**src/rtl/adder_arb_pkg.sv**
```systemverilog
// Shared definitions for adder_arbiter: FSM state encoding, default datapath
// width and the circular search used to pick the next requester.
package adder_arb_pkg;

    typedef enum logic [2:0] {IDLE, ISSUE, ARM, WAIT, RESP} arb_state_t;

    localparam int DEFAULT_WIDTH = 32;
    localparam int MAX_REQ       = 8;

    // Nearest set request after ptr in circular order; ptr itself has lowest priority.
    function automatic int rr_next(input logic [MAX_REQ-1:0] req, input int ptr, input int nreq);
        int idx;
        rr_next = ptr;
        for (int k = MAX_REQ; k >= 1; k--) begin
            if (k <= nreq) begin
                idx = ptr + k;
                if (idx >= nreq) idx = idx - nreq;
                if (req[idx[$clog2(MAX_REQ)-1:0]]) rr_next = idx;
            end
        end
    endfunction

endpackage

```
**src/rtl/adder_arbiter_rr.sv**
```systemverilog
// Round-robin grant selection over NREQ requesters, holding the pointer to the
// most recent winner so the search always starts just after it.
module rr_arbiter
    import adder_arb_pkg::*;
#(
    parameter int NREQ = 4
) (
    input  logic                    clk,
    input  logic                    rst,
    input  logic [NREQ-1:0]         req,
    input  logic                    advance,
    output logic                    grant_valid,
    output logic [$clog2(NREQ)-1:0] grant_id
);

    localparam int ID_W = $clog2(NREQ);

    logic [ID_W-1:0] ptr;

    assign grant_valid = |req;
    assign grant_id    = ID_W'(rr_next(MAX_REQ'(req), int'(ptr), NREQ));

    // Starting at NREQ-1 makes requester 0 the first winner after reset.
    always_ff @(posedge clk) begin
        if (rst) begin
            ptr <= ID_W'(NREQ - 1);
        end else if (advance) begin
            ptr <= grant_id;
        end
    end

endmodule

```
**src/rtl/adder_arbiter.sv**
```systemverilog
// Shares one sequential adder between NREQ requesters, one transaction at a time.
// Optional watchdog on the adder's ready: define ADDER_ARB_TIMEOUT_EN.
module adder_arbiter
    import adder_arb_pkg::*;
#(
    parameter int NREQ    = 4,
    parameter int WIDTH   = DEFAULT_WIDTH,
    parameter int TIMEOUT = 64
) (
    input  logic                    clk,
    input  logic                    rst,
    input  logic [NREQ-1:0]         req_valid,
    input  logic [NREQ*WIDTH-1:0]   req_a,
    input  logic [NREQ*WIDTH-1:0]   req_b,
    output logic [NREQ-1:0]         req_ready,
    output logic                    add_start,
    output logic [WIDTH-1:0]        add_a,
    output logic [WIDTH-1:0]        add_b,
    input  logic                    add_ready,
    input  logic [WIDTH-1:0]        add_res,
    input  logic                    add_overflow,
    output logic                    rsp_valid,
    output logic [$clog2(NREQ)-1:0] rsp_id,
    output logic [WIDTH-1:0]        rsp_res,
    output logic                    rsp_overflow,
    output logic                    rsp_err,
    output logic                    busy
);

    localparam int ID_W = $clog2(NREQ);

    arb_state_t      state;
    logic [ID_W-1:0] op_id;
    logic            grant_valid;
    logic [ID_W-1:0] grant_id;
    logic            advance;

    assign advance = (state == IDLE) && grant_valid;
    assign busy    = (state != IDLE);

    rr_arbiter #(.NREQ(NREQ)) u_rr (
        .clk        (clk),
        .rst        (rst),
        .req        (req_valid),
        .advance    (advance),
        .grant_valid(grant_valid),
        .grant_id   (grant_id)
    );

`ifdef ADDER_ARB_TIMEOUT_EN
    localparam int TMR_W = $clog2(TIMEOUT + 1);

    logic [TMR_W-1:0] timer;
    logic             timed_out;

    assign timed_out = (state == WAIT) && !add_ready && (timer == TMR_W'(TIMEOUT - 1));

    always_ff @(posedge clk) begin
        if (rst || (state != WAIT) || add_ready || timed_out) begin
            timer <= '0;
        end else begin
            timer <= timer + TMR_W'(1);
        end
    end
`else
    // Without the watchdog no response can be an error (TIMEOUT is always positive).
    assign rsp_err = (TIMEOUT < 0);
`endif

    // ARM exists only to skip the cycle where the adder may still show a stale ready.
    always_ff @(posedge clk) begin
        if (rst) begin
            state        <= IDLE;
            op_id        <= '0;
            req_ready    <= '0;
            add_start    <= 1'b0;
            add_a        <= '0;
            add_b        <= '0;
            rsp_valid    <= 1'b0;
            rsp_id       <= '0;
            rsp_res      <= '0;
            rsp_overflow <= 1'b0;
`ifdef ADDER_ARB_TIMEOUT_EN
            rsp_err      <= 1'b0;
`endif
        end else begin
            req_ready <= '0;
            add_start <= 1'b0;
            rsp_valid <= 1'b0;
            unique case (state)
                IDLE: begin
                    if (grant_valid) begin
                        req_ready <= NREQ'(1) << grant_id;
                        add_a     <= req_a[WIDTH*grant_id +: WIDTH];
                        add_b     <= req_b[WIDTH*grant_id +: WIDTH];
                        op_id     <= grant_id;
                        add_start <= 1'b1;
                        state     <= ISSUE;
                    end
                end
                ISSUE: state <= ARM;
                ARM:   state <= WAIT;
                WAIT: begin
                    if (add_ready) begin
                        rsp_valid    <= 1'b1;
                        rsp_id       <= op_id;
                        rsp_res      <= add_res;
                        rsp_overflow <= add_overflow;
                        state        <= RESP;
`ifdef ADDER_ARB_TIMEOUT_EN
                    end else if (timed_out) begin
                        rsp_valid    <= 1'b1;
                        rsp_id       <= op_id;
                        rsp_res      <= '0;
                        rsp_overflow <= 1'b0;
                        rsp_err      <= 1'b1;
                        state        <= RESP;
`endif
                    end
                end
                RESP: begin
                    add_a        <= '0;
                    add_b        <= '0;
                    rsp_id       <= '0;
                    rsp_res      <= '0;
                    rsp_overflow <= 1'b0;
`ifdef ADDER_ARB_TIMEOUT_EN
                    rsp_err      <= 1'b0;
`endif
                    state        <= IDLE;
                end
                default: state <= IDLE;
            endcase
        end
    end

endmodule
```
**config.mk**
```make
export PLATFORM = sky130hd
export DESIGN_NAME = adder_arbiter
export DESIGN_NICKNAME = d
export VERILOG_FILES = /design/src/rtl/adder_arb_pkg.sv /design/src/rtl/adder_arbiter_rr.sv /design/src/rtl/adder_arbiter.sv
export SDC_FILE = /design/constraint.sdc
export NUM_CORES = 1
export LEC_CHECK = 0
export BUFFER_PORTS_ARGS = -buffer_cell sky130_fd_sc_hd__buf_4
export CAP_MARGIN = 20
export CORE_AREA = 2 2 155 157
export CTS_BUF_LIST = sky130_fd_sc_hd__clkbuf_16
export CTS_CLUSTER_DIAMETER = 200
export DETAILED_ROUTE_END_ITERATION = 6
export DIE_AREA = 0 0 157 159
export SETUP_SLACK_MARGIN = 0.4
export SYNTH_ARGS = -nofsm -noshare
export SYNTH_HDL_FRONTEND = slang
export SYNTH_SLANG_ARGS = --single-unit
```
**constraint.sdc**
```tcl
create_clock -name clk -period 4.3 [get_ports clk]
set_input_delay 0.215 -clock clk [delete_from_list [all_inputs] [get_ports clk]]
set_output_delay 0.215 -clock clk [all_outputs]
set_load 0.01 [all_outputs]
```
After elaboration in Yosys (flattened, before gate mapping)
Index checks and enable logic that the tools add are counted.
- register bits after elaboration: 112
- input port bits: 296
- output and inout bits: 107
- logic and storage cells: 83
- $add $sub $neg: 8
- magnitude comparators: 8
- equality and inequality tests: 6
- shift operators: 3
- mux-type cells: 31
- bitwise logic cells: 3
- reduce and logical (&&, ||, !) cells: 13
- operators by type and width (kind ; count):
    $shiftx A128 B8 Y32 ; 2
    $pmux W32 S2 ; 3
    $ge A32 B4 Y1 const B ; 3
    $mux W32 ; 3
    $mux W3 ; 6
    $lt A3 B4 Y1 const B ; 4
    $bmux W1 S3 ; 4
    $pmux W3 S4 ; 1
    $sub A3 B3 Y3 const B ; 4
    $mux W2 ; 5
    $reduce_and A2 Y1 ; 4
    $mux W1 ; 7
    $add A2 B2 Y3 const B ; 2
    $eq A3 B2 Y1 const B ; 2
    $add A2 B3 Y4 const B ; 1
    $ge A4 B3 Y1 const B ; 1
    $ne A2 B2 Y1 const B ; 2
    $pmux W2 S2 ; 1
    $reduce_bool A2 Y1 ; 2
    $reduce_or A2 Y1 ; 2
    $reduce_or A4 Y1 ; 1
    $shl A1 B2 Y4 const A ; 1
    $add A2 B1 Y3 const B ; 1
    $eq A3 B1 Y1 const B ; 1
    other kinds (7) ; 9

Longest topological paths before layout
Gate-level depths: netlist of the first run.
- depth after elaboration: 12
- gate-level depth with buffers: 11
- gate-level depth less buffers: 8

By module
Synthesis of the first run repeated with hierarchy kept, for this count alone.
- cells, all modules: 403
- area total of the unflattened synthesis: 5311.3 um2
- by module, submodules not included (module ; instances ; cells each ; area each (um2) ; sequential area each (um2)):
    adder_arbiter ; 1 ; 372 ; 5047.3 ; 2202.1
    rr_arbiter ; 1 ; 31 ; 264.0 ; 40.0

Least setup slack after synthesis of the first run
Ideal clock, no wire load.
- path type: reg-to-reg
- start: reg u_rr.ptr[0]
- end: reg add_a[5]
- setup time: 0.138 ns
- arrival: 2.391 ns
- data required time: 4.162 ns
- setup slack: 1.771 ns
- stages on the path, launching flop included: 11
- buffers on the path: 3
- clock period less this slack: 2.529 ns
- path through: dfxtp_1 -> buf_6 -> inv_2 -> ha_1 -> mux4_2 -> a311oi_2 -> xnor2_1 -> buf_6 -> buf_6 -> mux2i_1 -> o221ai_1
- longest elaborated chain between the ends: 12
- elaborated cells between the ends (all ways): 31
- those cells by class: 8 x add/sub; 4 x order compare; 1 x shift; 18 x mux
- ends and longest elaborated chain (what ; line ; RTL):
    start: declaration ; adder_arbiter_rr.sv:18 ; logic [ID_W-1:0] ptr;
    start signal: assignment ; adder_arbiter_rr.sv:26 ; ptr <= ID_W'(NREQ - 1);
    start signal: assignment ; adder_arbiter_rr.sv:28 ; ptr <= grant_id;
    branches (longest 8 deep; another with $ge A32 B4 Y1) ; - ;
    $mux W2 (*) ; adder_arb_pkg.sv:18 ; if (req[idx[$clog2(MAX_REQ)-1:0]]) rr_next = idx;
    $shiftx A128 B8 Y32 (*) ; adder_arbiter.sv:94 ; add_a <= req_a[WIDTH*grant_id +: WIDTH];
    $mux W32 (*) ; adder_arbiter.sv:92 ; if (grant_valid) begin
    $pmux W32 S2 (*) ; adder_arbiter.sv:90 ; unique case (state)
    end signal: assignment ; adder_arbiter.sv:94 ;
    end: declaration ; adder_arbiter.sv:17 ; output logic [WIDTH-1:0] add_a,
Every way passes the cells marked *. The select of a mux whose other input is x is not followed.
A chain may end at the register's enable or synchronous reset.

Worst setup path in the final report of the first run
- start: reg u_rr.ptr[0]
- end: reg add_b[18]
- longest elaborated chain between the ends: 12
- elaborated cells between the ends (all ways): 31
- those cells by class: 8 x add/sub; 4 x order compare; 1 x shift; 18 x mux
- ends and longest elaborated chain (what ; line ; RTL):
    branches (longest 8 deep; another with $ge A32 B4 Y1) ; - ;
    $mux W2 (*) ; adder_arb_pkg.sv:18 ;
    $shiftx A128 B8 Y32 (*) ; adder_arbiter.sv:95 ; add_b <= req_b[WIDTH*grant_id +: WIDTH];
    $mux W32 (*) ; adder_arbiter.sv:92 ;
    $pmux W32 S2 (*) ; adder_arbiter.sv:90 ;
    end signal: assignment ; adder_arbiter.sv:95 ;
    end: declaration ; adder_arbiter.sv:18 ; output logic [WIDTH-1:0] add_b,
Marked as above.

==> Flow_metrics.wiki, run 1 <==
{| class="wikitable"
! Metric !! Value
|-
| Routed Antenna Nets || 0
|-
| Library cell contributing the largest single delay on the critical path || sky130_fd_sc_hd__dfxtp_1
|-
| Placed cell area || 8700 sq um
|-
| Number of cells traversed by the worst register-to-register path || 8
|-
| CTS Buf Count || 9
|-
| Capture point of the worst reg-to-reg path || add_b[18]
|-
| Critical path's top delay family || flip-flops
|-
| Via-to-Cell Ratio || 4.59
|-
| Wire length of the first global-routing pass || 32,100 microns
|-
| Source-to-sink clock delay at the later pin of the worst-skew pair || 0.36 ns
|-
| Hold path cells || 3
|-
| Leading cell type in the layout, fill and taps excluded || sky130_fd_sc_hd__buf_4
|-
| Largest net degree at the start of global routing || 89
|-
| Slack of the worst reg-to-reg path || 0.97 ns
|-
| Status || completed
|-
| Max cap viols || 0
|-
| Via count of the first global-routing pass || 5,770
|-
| Slack of the critical path || 0.974 ns
|-
| Shortest period the worst path allows || 3.33 ns
|-
| CP cell instances || inv_2, ha_1, mux4_2, a311oi_2, xnor2_2, buf_12, mux2i_1, o221ai_1
|-
| I/O Pins || 403
|-
| Cell count after placement || 1,261
|-
| Sink of the worst hold path || rsp_res[2]
|-
| Worst EP required || 4.52 ns
|-
| Filler cell count || 2,375
|-
| Worst-path fanout max || 88
|-
| Mapped cell area || 5430 sq um
|-
| GR Overflow Total || 0
|-
| Post-synthesis sequential area ratio || 41.3%
|-
| Number of hold buffers added after CTS || 0
|-
| Top post-synthesis cells by area || sky130_fd_sc_hd__dfxtp_1 (41%), sky130_fd_sc_hd__mux2i_1 (24%), sky130_fd_sc_hd__o221ai_1 (10%), sky130_fd_sc_hd__nand2_1 (9.5%), sky130_fd_sc_hd__a21oi_1 (3.5%)
|-
| Initial detailed-routing violation count || 224
|-
| Detail Route met3 WL || 1860 microns
|-
| Count of clock tree sinks || 112
|-
| # H-tree levels || 3
|-
| Floorplan die area || 25,000 sq um
|-
| Setup_tns || 0 ns
|-
| Signal arrival time at the worst endpoint || 3.55 ns
|-
| Top sig layer || met4
|-
| Syn-to-layout area delta || 66.0%
|-
| Layout net count || 1,252
|-
| Post-synth net total || 882
|-
| Unrepaired setup endpoints after global routing || no
|-
| Number of distinct standard cells referenced by the synthesized netlist || 33
|-
| Number of antenna violations at the first check in global routing || 0
|-
| Wl on met1 || 8780 microns
|-
| Cell area power density || 664 nW/um^2
|-
| Hold WS || 0.0850 ns
|-
| Highest-count cells in the layout ignoring fill and taps || sky130_fd_sc_hd__buf_4 (405), sky130_fd_sc_hd__nand2_1 (137), sky130_fd_sc_hd__mux2i_1 (132)
|-
| Capturing element type of the critical path || flop
|-
| Root Buffer Master || sky130_fd_sc_hd__clkbuf_16
|-
| Type of origin of the critical path || flop
|-
| Final setup fails || 0
|-
| Detailed-route via count || 5,856
|-
| Clock tree buffer depth || 2
|-
| Average wire length per cell after detail routing || 16.9 microns
|-
| Number of pins exceeding their max-slew limit in the final report || 0
|-
| Area share of the leading cell type in the synthesized netlist || 41.3%
|-
| Finished Layout Cells || 1,277
|-
| Static Leakage || 4.32 nW
|-
| Clock tree from TritonCTS || built
|-
| Total non-filler cell area in the finished layout || 9020 sq um
|-
| Crit Path Class || reg2reg
|-
| Rows || 56
|-
| Die height || 159 microns
|-
| Cell type with the highest aggregate area in the netlist || sky130_fd_sc_hd__dfxtp_1
|-
| Worst slew margin relative to its limit || 43.9%
|-
| Final core utilization || 38.9%
|-
| Last weighted congestion value of the routability-driven placer || 0.830
|-
| Synthesized instance count || 583
|-
| Resize count post-CTS || 0
|-
| Worst supply voltage drop on vdd || 1.12 mV
|-
| Critical register-to-register path startpoint || u_rr.ptr[0]
|-
| Layout cells sized above 1 || 45.6%
|-
| Warning count from the yosys run || 0
|-
| Remaining design rule violation count || 0
|-
| Transition time at the pin with the least slew margin || 0.839 ns
|-
| Post-CTS Setup Repair Bufs || 0
|-
| Starting density of the core || 23.4%
|-
| Buffers on Ports || 401
|-
| Worst-case clock skew || 0.0112 ns
|-
| Global-route total usage across every layer || 16.5%
|-
| Final WL || 21,500 microns
|-
| Post-placement setup slack || 1.03 ns
|-
| Min-Delay Startpoint || add_res[2]
|-
| Chip Width || 157 microns
|-
| First drt pass iteration count || 4
|-
| Maximum frequency from static timing analysis || 301 MHz
|-
| Mean cell area of the mapped netlist || 9.31 sq um
|-
| Min-delay worst type || in2reg
|-
| Ant diodes || 0
|-
| Routed length on met2 || 10,400 microns
|-
| Number of flip-flops and latches in the synthesized netlist || 112
|-
| WP buf/inv || 2
|-
| CTS clock-pin slew for the worst setup and hold paths || 0.10 ns
|-
| Core ar. || 23,200 sq um
|-
| Final hold violation count || 0
|-
| Total Power Consumption || 5.99 mW
|-
| Crit share post-route || 77.4%
|-
| DP HPWL || 16,300 microns
|-
| Highest cell delay on the worst timing path || 0.68 ns
|}
==> logic make-up after synthesis <==
group | Yosys count | synth area share [%]
other | 1 | 0.0691
AND/OR/NAND/NOR | 168 | 12.4
adder cells (fa/ha/maj) | 3 | 0.691
buffers and inverters | 54 | 5.32
multiplexers | 134 | 25.0
flip-flops | 112 | 41.3
AO/OA/AOI/OAI | 110 | 15.1
XOR/XNOR | 1 | 0.161
==> worst max-delay path by stage <==
| stage | from | endpoint | slack (ns) | cells past startpoint |
|---|---|---|---|---|
| 2_1_floorplan | u_rr.ptr[0] | add_a[5] | 1.77 | 10 |
| 3_3_place_gp | u_rr.ptr[0] | add_b[18] | 1.09 | 8 |
| 3_5_place_dp | u_rr.ptr[0] | add_a[21] | 1.03 | 9 |
| 4_1_cts | u_rr.ptr[0] | add_a[21] | 1.01 | 9 |
| 5_1_grt | u_rr.ptr[0] | add_b[18] | 0.77 | 8 |
| 6_report | u_rr.ptr[0] | add_b[18] | 0.97 | 8 |
==> sequential cells by signal, summed over array words and instances, names as in the netlist <==
signal	cells
add_start	1
add_a	32
u_rr.ptr	2
req_ready	4
add_b	32
rsp_res	32
rsp_id	2
rsp_overflow	1
state	3
rsp_valid	1
op_id	2
==> report_power, final <==
group / internal (mW) / switching [mW]
Clock: 0.429 / 0.479
Sequential: 1.37 / 0.199
Combinational: 1.77 / 1.74
==> Yosys cell counts (all sizes together) <==
cell type    n
a21o         1
a21oi       38
a221o        2
a311oi       1
buf         18
clkbuf      32
conb         1
dfxtp      112
ha           3
inv          4
mux2         1
mux2i      132
mux4         1
nand2      138
nand2b       2
nand3        1
nor2        13
nor2b        2
nor3         4
nor4b        1
o21ai        2
o21bai       1
o221ai      64
o2bb2a       1
or2          2
or3          3
or3b         1
or4          1
xnor2        1
==> final cells by class <==
cell class / count / area [sq um] / share of cell area (%)
Tap cell: 319 / 399 / 4.43
Clock buffer: 9 / 225 / 2.50
Timing Repair Buffer: 409 / 3120 / 34.6
Inverter: 4 / 15.0 / 0.167
Sequential cell: 112 / 2240 / 24.9
Multi-Input combinational cell: 417 / 2920 / 32.4
Clock inverter: 7 / 93.8 / 1.04
==> routing by layer <==
metal / global-route usage [%] / up-vias
met2: 28.2 / 286
met4: 5.21 / 0
met3: 4.63 / 27
met1: 19.8 / 2690
li1: - / 2853
met5: 0 / -
==> worst register-to-register path, cell delays in order (launching register included) <==
cell and delay (ns):
sky130_fd_sc_hd__dfxtp_1 0.68, sky130_fd_sc_hd__inv_2 0.08, sky130_fd_sc_hd__ha_1 0.34, sky130_fd_sc_hd__mux4_2 0.30
sky130_fd_sc_hd__a311oi_2 0.43, sky130_fd_sc_hd__xnor2_2 0.21, sky130_fd_sc_hd__buf_12 0.40, sky130_fd_sc_hd__mux2i_1 0.57
sky130_fd_sc_hd__o221ai_1 0.16
Note: power is estimated with default switching activity, not from simulation.
==> run 2: changes to the inputs <==
==> constraint.sdc (replaced) <==
create_clock -name clk -period 3.2 [get_ports clk]
set_input_delay 0.16 -clock clk [delete_from_list [all_inputs] [get_ports clk]]
set_output_delay 0.16 -clock clk [all_outputs]
set_load 0.01 [all_outputs]
==> Flow_metrics.wiki, run 2 (synthesized netlist as in run 1, its figures left out) <==
{| class="wikitable"
! Metric !! Value
|-
| Status || completed (unchanged)
|-
| Internal power of the cells || 5.26 mW (was 3.57 mW)
|-
| CP Launch Point || u_rr.ptr[0] (unchanged)
|-
| Type of origin of the critical path || flop (unchanged)
|-
| Clock power frac || 13.9% (was 15.2%)
|-
| Switch share || 39.5% (was 40.3%)
|-
| Number of antenna violations at the first check in global routing || 0 (unchanged)
|-
| Clock tree buffer depth || 2 (unchanged)
|-
| Average wire length per cell after detail routing || 17.2 microns (was 16.9 microns)
|-
| Rows || 56 (unchanged)
|-
| Worst supply voltage drop on vdd || 0.633 mV (was 1.12 mV)
|-
| Cell area power density || 945 nW/um^2 (was 664 nW/um^2)
|-
| Slack of the critical path || 0.581 ns (was 0.974 ns)
|-
| Setup_tns || 0 ns (unchanged)
|-
| CTS Buf Count || 9 (unchanged)
|-
| First drt pass iteration count || 4 (unchanged)
|-
| Global-route total usage across every layer || 17.1% (was 16.5%)
|-
| Number of pins exceeding their max-slew limit in the final report || 0 (unchanged)
|-
| Signal arrival time at the worst endpoint || 2.83 ns (was 3.55 ns)
|-
| CTS clock-pin slew for the worst setup and hold paths || 0.09 ns (was 0.10 ns)
|-
| Worst EP required || 3.41 ns (was 4.52 ns)
|-
| Post-placement setup slack || 0.338 ns (was 1.03 ns)
|-
| NetSw || 3.43 mW (was 2.41 mW)
|-
| Min-delay worst type || in2reg (unchanged)
|-
| Maximum frequency from static timing analysis || 382 MHz (was 301 MHz)
|-
| Hold WS || 0.0324 ns (was 0.0850 ns)
|-
| Unrepaired setup endpoints after global routing || no (unchanged)
|-
| Capture point of the worst reg-to-reg path || add_a[18] (was add_b[18])
|-
| Capturing element type of the critical path || flop (unchanged)
|-
| Crit Path Class || reg2reg (unchanged)
|-
| Layout net count || 1,268 (was 1,252)
|-
| Clock tree from TritonCTS || built (unchanged)
|-
| Last weighted congestion value of the routability-driven placer || 0.882 (was 0.830)
|-
| Number of cells traversed by the worst register-to-register path || 10 (was 8)
|-
| Leading cell type in the layout, fill and taps excluded || sky130_fd_sc_hd__buf_4 (unchanged)
|-
| Number of hold buffers added after CTS || 0 (unchanged)
|-
| Via-to-Cell Ratio || 4.52 (was 4.59)
|-
| Die height || 159 microns (unchanged)
|-
| Crit share post-route || 81.8% (was 77.4%)
|-
| Detailed-route via count || 5,847 (was 5,856)
|-
| Root Buffer Master || sky130_fd_sc_hd__clkbuf_16 (unchanged)
|-
| Final setup fails || 0 (unchanged)
|-
| Layout cells sized above 1 || 46.7% (was 45.6%)
|-
| Starting density of the core || 23.4% (unchanged)
|-
| Syn-to-layout area delta || 69.5% (was 66.0%)
|-
| Worst-case clock skew || 0.0160 ns (was 0.0112 ns)
|-
| I/O Pins || 403 (unchanged)
|-
| Filler cell count || 2,389 (was 2,375)
|-
| Initial detailed-routing violation count || 231 (was 224)
|-
| Core ar. || 23,200 sq um (unchanged)
|-
| Chip Width || 157 microns (unchanged)
|-
| Largest net degree at the start of global routing || 39 (was 89)
|-
| Slack of the worst reg-to-reg path || 0.58 ns (was 0.97 ns)
|-
| Floorplan die area || 25,000 sq um (unchanged)
|-
| Count of clock tree sinks || 112 (unchanged)
|-
| Highest-count cells in the layout ignoring fill and taps || sky130_fd_sc_hd__buf_4 (418), sky130_fd_sc_hd__nand2_1 (137), sky130_fd_sc_hd__mux2i_1 (132) (was sky130_fd_sc_hd__buf_4 (405), sky130_fd_sc_hd__nand2_1 (137), sky130_fd_sc_hd__mux2i_1 (132))
|-
| Wire length of the first global-routing pass || 33,300 microns (was 32,100 microns)
|-
| GR Overflow Total || 0 (unchanged)
|-
| Remaining design rule violation count || 0 (unchanged)
|-
| Capturing element of the worst setup path || add_a[18] (was add_b[18])
|-
| Max cap viols || 0 (unchanged)
|-
| Shortest period the worst path allows || 2.62 ns (was 3.33 ns)
|-
| Ant diodes || 0 (unchanged)
|-
| Critical register-to-register path startpoint || u_rr.ptr[0] (unchanged)
|-
| DP HPWL || 16,500 microns (was 16,300 microns)
|-
| Worst slew margin relative to its limit || 50.1% (was 43.9%)
|-
| Buffers on Ports || 401 (unchanged)
|-
| Routed Antenna Nets || 0 (unchanged)
|-
| Source-to-sink clock delay at the later pin of the worst-skew pair || 0.36 ns (about the same)
|-
| Via count of the first global-routing pass || 5,982 (was 5,770)
|-
| Register share of total power || 24.1% (was 26.2%)
|-
| Static Leakage || 4.42 nW (was 4.32 nW)
|-
| Transition time at the pin with the least slew margin || 0.749 ns (was 0.839 ns)
|-
| Final WL || 22,200 microns (was 21,500 microns)
|-
| Combinational cell fraction of total power || 62.0% (was 58.6%)
|-
| # H-tree levels || 3 (unchanged)
|-
| Largest registers in the final layout || add_a (32), add_b (32), rsp_res (32) (unchanged)
|-
| Worst-path fanout max || 16 (was 88)
|-
| Final hold violation count || 0 (unchanged)
|}
[run 2: cell count changes in the layout (fill, tap and decap cells not counted), moves of 2 or more]
cell                      previous run  this run
sky130_fd_sc_hd__inv_12              2         0
sky130_fd_sc_hd__dfxtp_2             0         2
sky130_fd_sc_hd__buf_4             405       418
sky130_fd_sc_hd__dfxtp_1           112       110
[run 2: per-layer routing]
layer | global-route usage, % | share of wire [%] | vias to the layer above
met5 | 0 | 0 | -
met4 | 4.59 | 1.5 | 0
met3 | 4.33 | 7.8 | 23
met2 | 30.5 | 50 | 253
met1 | 20.3 | 41 | 2681
li1 | - | - | 2890
[run 2: worst min-delay path by stage]
stage,from,slack (ns),to,depth (start not counted)
6_report,add_res[13],0.03,rsp_res[13],3
5_1_grt,add_res[13],0.009,rsp_res[13],3
4_1_cts,add_res[13],0.007,rsp_res[13],3
3_5_place_dp,add_res[1],0.42,rsp_res[1],3
3_3_place_gp,add_res[5],0.41,rsp_res[5],3
2_1_floorplan,add_overflow,0.30,rsp_overflow,2
[run 2: layout make-up]
cell class / count / area, sq um / area share (%)
Clock buffer: 9 / 225 / 2.45
Clock inverter: 7 / 88.8 / 0.965
Inverter: 4 / 15.0 / 0.163
Multi-Input combinational cell: 417 / 2940 / 32.0
Sequential cell: 112 / 2240 / 24.4
Tap cell: 319 / 399 / 4.34
Timing Repair Buffer: 425 / 3290 / 35.7
[run 2: power by group through the flow]
stage	clock (mW)	sequential [mW]	combinational, mW
4_1_cts	1.25	2.09	5.19
3_3_place_gp	0	2.11	4.95
3_5_place_dp	0	2.12	4.98
5_1_grt	1.32	2.15	5.74
6_report	1.21	2.10	5.39
2_1_floorplan	0	2.28	3.21
[run 2: per-stage QoR]
step | total power [mW] | util [%] | cell area [sq um] | cells
after global routing | 9.21 | 39.7 | 9200 | 1293
final | 8.70 | 39.7 | 9200 | 1293
after detailed placement | 7.10 | 37.8 | 8760 | 1271
after CTS | 8.53 | 39.3 | 9120 | 1288
after floorplan | 5.49 | - | 5430 | 583
after global placement | 7.06 | 37.8 | 8760 | 1271
[run 2: worst max-delay path, stage by stage (launching register included)]
cell and delay, ns:
sky130_fd_sc_hd__dfxtp_2 0.38, sky130_fd_sc_hd__inv_2 0.05, sky130_fd_sc_hd__ha_1 0.33, sky130_fd_sc_hd__mux4_2 0.33
sky130_fd_sc_hd__a311oi_4 0.39, sky130_fd_sc_hd__xnor2_4 0.17, sky130_fd_sc_hd__buf_12 0.14, sky130_fd_sc_hd__buf_12 0.15
sky130_fd_sc_hd__buf_12 0.18, sky130_fd_sc_hd__mux2i_1 0.22, sky130_fd_sc_hd__o221ai_1 0.13
[run 2: what timing repair did]
item,4_1_cts,5_1_grt
setup endpoints to repair,21,60
pin swaps,0,2
endpoints found under the hold margin,0,0
setup buffers,0,4
cloned,1,1
gates resized for setup,3,2
==> run 3: changes to the inputs <==
--- a/config.mk
+++ b/config.mk
@@ -7,11 +7,11 @@
 export LEC_CHECK = 0
 export BUFFER_PORTS_ARGS = -buffer_cell sky130_fd_sc_hd__buf_4
 export CAP_MARGIN = 20
-export CORE_AREA = 2 2 155 157
+export CORE_AREA = 2 2 157 159
 export CTS_BUF_LIST = sky130_fd_sc_hd__clkbuf_16
 export CTS_CLUSTER_DIAMETER = 200
 export DETAILED_ROUTE_END_ITERATION = 6
-export DIE_AREA = 0 0 157 159
+export DIE_AREA = 0 0 159 161
 export SETUP_SLACK_MARGIN = 0.4
 export SYNTH_ARGS = -nofsm -noshare
 export SYNTH_HDL_FRONTEND = slang
==> constraint.sdc (replaced) <==
create_clock -name clk -period 2.4 [get_ports clk]
set_input_delay 0.12 -clock clk [delete_from_list [all_inputs] [get_ports clk]]
set_output_delay 0.12 -clock clk [all_outputs]
set_load 0.01 [all_outputs]
==> Flow_metrics.wiki, run 3 (synthesized netlist as in run 1, its figures left out) <==
{| class="wikitable"
! Metric !! Value
|-
| Via count of the first global-routing pass || 6,396 (was 5,982)
|-
| Worst-case clock skew || 0.0158 ns (was 0.0160 ns)
|-
| Capturing element type of the critical path || flop (unchanged)
|-
| Routed Antenna Nets || 0 (unchanged)
|-
| Largest net degree at the start of global routing || 43 (was 39)
|-
| Die height || 161 microns (was 159 microns)
|-
| Leading cell type in the layout, fill and taps excluded || sky130_fd_sc_hd__buf_4 (unchanged)
|-
| Detailed-route via count || 6,145 (was 5,847)
|-
| Final setup fails || 64 (was 0)
|-
| Status || finished with violations (was completed)
|-
| Chip Width || 159 microns (was 157 microns)
|-
| Register share of total power || 20.5% (was 24.1%)
|-
| Rows || 57 (was 56)
|-
| Number of pins exceeding their max-slew limit in the final report || 0 (unchanged)
|-
| Clock tree buffer depth || 2 (unchanged)
|-
| Clock power frac || 11.3% (was 13.9%)
|-
| Floorplan die area || 25,600 sq um (was 25,000 sq um)
|-
| CTS clock-pin slew for the worst setup and hold paths || 0.08 ns (was 0.09 ns)
|-
| Buffers on Ports || 401 (unchanged)
|-
| Last weighted congestion value of the routability-driven placer || 0.844 (was 0.882)
|-
| Crit Path Class || reg2reg (unchanged)
|-
| Root Buffer Master || sky130_fd_sc_hd__clkbuf_16 (unchanged)
|-
| Remaining design rule violation count || 0 (unchanged)
|-
| Initial detailed-routing violation count || 251 (was 231)
|-
| Placed cell area || 9050 sq um (was 8760 sq um)
|-
| Final hold violation count || 0 (unchanged)
|-
| Syn-to-layout area delta || 84.6% (was 69.5%)
|-
| Unrepaired setup endpoints after global routing || yes (was no)
|-
| Starting density of the core || 22.7% (was 23.4%)
|-
| Violated checks || negative setup slack
|-
| Transition time at the pin with the least slew margin || 0.737 ns (was 0.749 ns)
|-
| Global-route total usage across every layer || 17.6% (was 17.1%)
|-
| Hold WS || 0.0218 ns (was 0.0324 ns)
|-
| Final WL || 23,600 microns (was 22,200 microns)
|-
| Clock tree from TritonCTS || built (unchanged)
|-
| Number of antenna violations at the first check in global routing || 0 (unchanged)
|-
| Setup_tns || -3.98 ns (was 0 ns)
|-
| Total Power Consumption || 13.7 mW (was 8.70 mW)
|-
| Slack of the critical path || -0.135 ns (was 0.581 ns)
|-
| Switch share || 37.0% (was 39.5%)
|-
| Average wire length per cell after detail routing || 17.5 microns (was 17.2 microns)
|-
| Largest registers in the final layout || add_a (32), add_b (32), rsp_res (32) (unchanged)
|-
| Ant diodes || 0 (unchanged)
|-
| Worst slew margin relative to its limit || 50.8% (was 50.1%)
|-
| NetSw || 5.06 mW (was 3.43 mW)
|-
| First drt pass iteration count || 4 (unchanged)
|-
| GR Overflow Total || 0 (unchanged)
|-
| Static Leakage || 4.75 nW (was 4.42 nW)
|-
| Slack of the worst reg-to-reg path || -0.13 ns (was 0.58 ns)
|-
| Layout net count || 1,321 (was 1,268)
|-
| Shortest period the worst path allows || 2.53 ns (was 2.62 ns)
|-
| Core ar. || 24,000 sq um (was 23,200 sq um)
|-
| Combinational cell fraction of total power || 68.2% (was 62.0%)
|-
| Total non-filler cell area in the finished layout || 10,000 sq um (was 9200 sq um)
|-
| Max cap viols || 0 (unchanged)
|-
| I/O Pins || 403 (unchanged)
|-
| Signal arrival time at the worst endpoint || 2.76 ns (was 2.83 ns)
|-
| Internal power of the cells || 8.61 mW (was 5.26 mW)
|-
| Post-placement setup slack || -0.188 ns (was 0.338 ns)
|-
| Type of origin of the critical path || flop (unchanged)
|-
| Wire length of the first global-routing pass || 35,700 microns (was 33,300 microns)
|-
| Min-delay worst type || in2reg (unchanged)
|-
| Layout cells sized above 1 || 48.5% (was 46.7%)
|-
| Via-to-Cell Ratio || 4.55 (was 4.52)
|-
| # H-tree levels || 3 (unchanged)
|-
| Worst-path fanout max || 9 (was 16)
|-
| Worst EP required || 2.62 ns (was 3.41 ns)
|-
| Crit share post-route || 106% (was 81.8%)
|-
| Worst supply voltage drop on vdd || 0.756 mV (was 0.633 mV)
|-
| Count of clock tree sinks || 112 (unchanged)
|-
| Cell area power density || 1360 nW/um^2 (was 945 nW/um^2)
|-
| Highest-count cells in the layout ignoring fill and taps || sky130_fd_sc_hd__buf_4 (420), sky130_fd_sc_hd__nand2_1 (137), sky130_fd_sc_hd__mux2i_1 (123) (was sky130_fd_sc_hd__buf_4 (418), sky130_fd_sc_hd__nand2_1 (137), sky130_fd_sc_hd__mux2i_1 (132))
|-
| DP HPWL || 17,100 microns (was 16,500 microns)
|-
| CTS Buf Count || 9 (unchanged)
|-
| Maximum frequency from static timing analysis || 394 MHz (was 382 MHz)
|-
| Source-to-sink clock delay at the later pin of the worst-skew pair || 0.36 ns (about the same)
|}
-- run 3: cell count changes in the layout (fill, tap and decap cells not counted), sizes merged --
| cell | change |
|---|---|
| dlygate4sd3 | +24 |
| bufbuf | -1 |
| clkbuf | +3 |
| clkinv | -1 |
| clkinvlp | +1 |
| buf | +27 |
-- run 3: final timing paths --
kind / from / to / depth (start not counted)
worst max-delay path: u_rr.ptr[0] / add_b[10] / 10
worst min-delay path: add_res[9] / rsp_res[9] / 3
worst max register to register: u_rr.ptr[0] / add_b[10] / 10
worst min register to register: rsp_res[6] / rsp_res[6] / 2
-- run 3: critical path: stages (launching register included) --
cell and delay, ns:
sky130_fd_sc_hd__dfxtp_4 0.41, sky130_fd_sc_hd__inv_4 0.05, sky130_fd_sc_hd__ha_4 0.26, sky130_fd_sc_hd__mux4_2 0.33, sky130_fd_sc_hd__a311oi_4 0.35, sky130_fd_sc_hd__xnor2_4 0.18
sky130_fd_sc_hd__buf_12 0.14, sky130_fd_sc_hd__buf_12 0.16, sky130_fd_sc_hd__buf_8 0.13, sky130_fd_sc_hd__mux2i_2 0.22, sky130_fd_sc_hd__o221ai_1 0.15
-- run 3: timing repair --
item                                    CTS  global route
pin swaps                                 3             4
cloned                                    3             4
endpoints found under the setup margin   71            72
buffers inserted                          5             3
hold endpoints to repair                 23             1
hold buffers                             23             1
gates resized for setup                  31            15
-- run 3: layout make-up --
type                    instances  area [sq um]
fillers                      2355         13900
repair buffers                478          4020
multi-input cells             417          3050
flip-flops and latches        112          2250
well taps                     324           405
clock buffers                   9           225
clock inverters                 7          60.1
inverters                       4          17.5
-- run 3: power by group through the flow --
stage	Combinational [mW]	Clock (mW)	Sequential (mW)
detailed placement	7.44	0	2.84
finish	9.32	1.54	2.81
CTS	8.60	1.61	2.81
floorplan	4.52	0	3.05
global placement	7.38	0	2.83
global route	9.84	1.66	2.89
-- run 3: routing by layer --
layer	global-route usage, %	routed length, microns
met1	20.0	9290
met3	5.42	1760
met4	3.97	291
met2	32.5	12300
met5	0	0
-- run 3: through the flow --
stage                     std cells  utilization, %
after floorplan                 583               -
after global placement         1296            37.8
after detailed placement       1296            37.8
after CTS                      1343            41.0
after global routing           1351            41.8
final                          1351            41.8
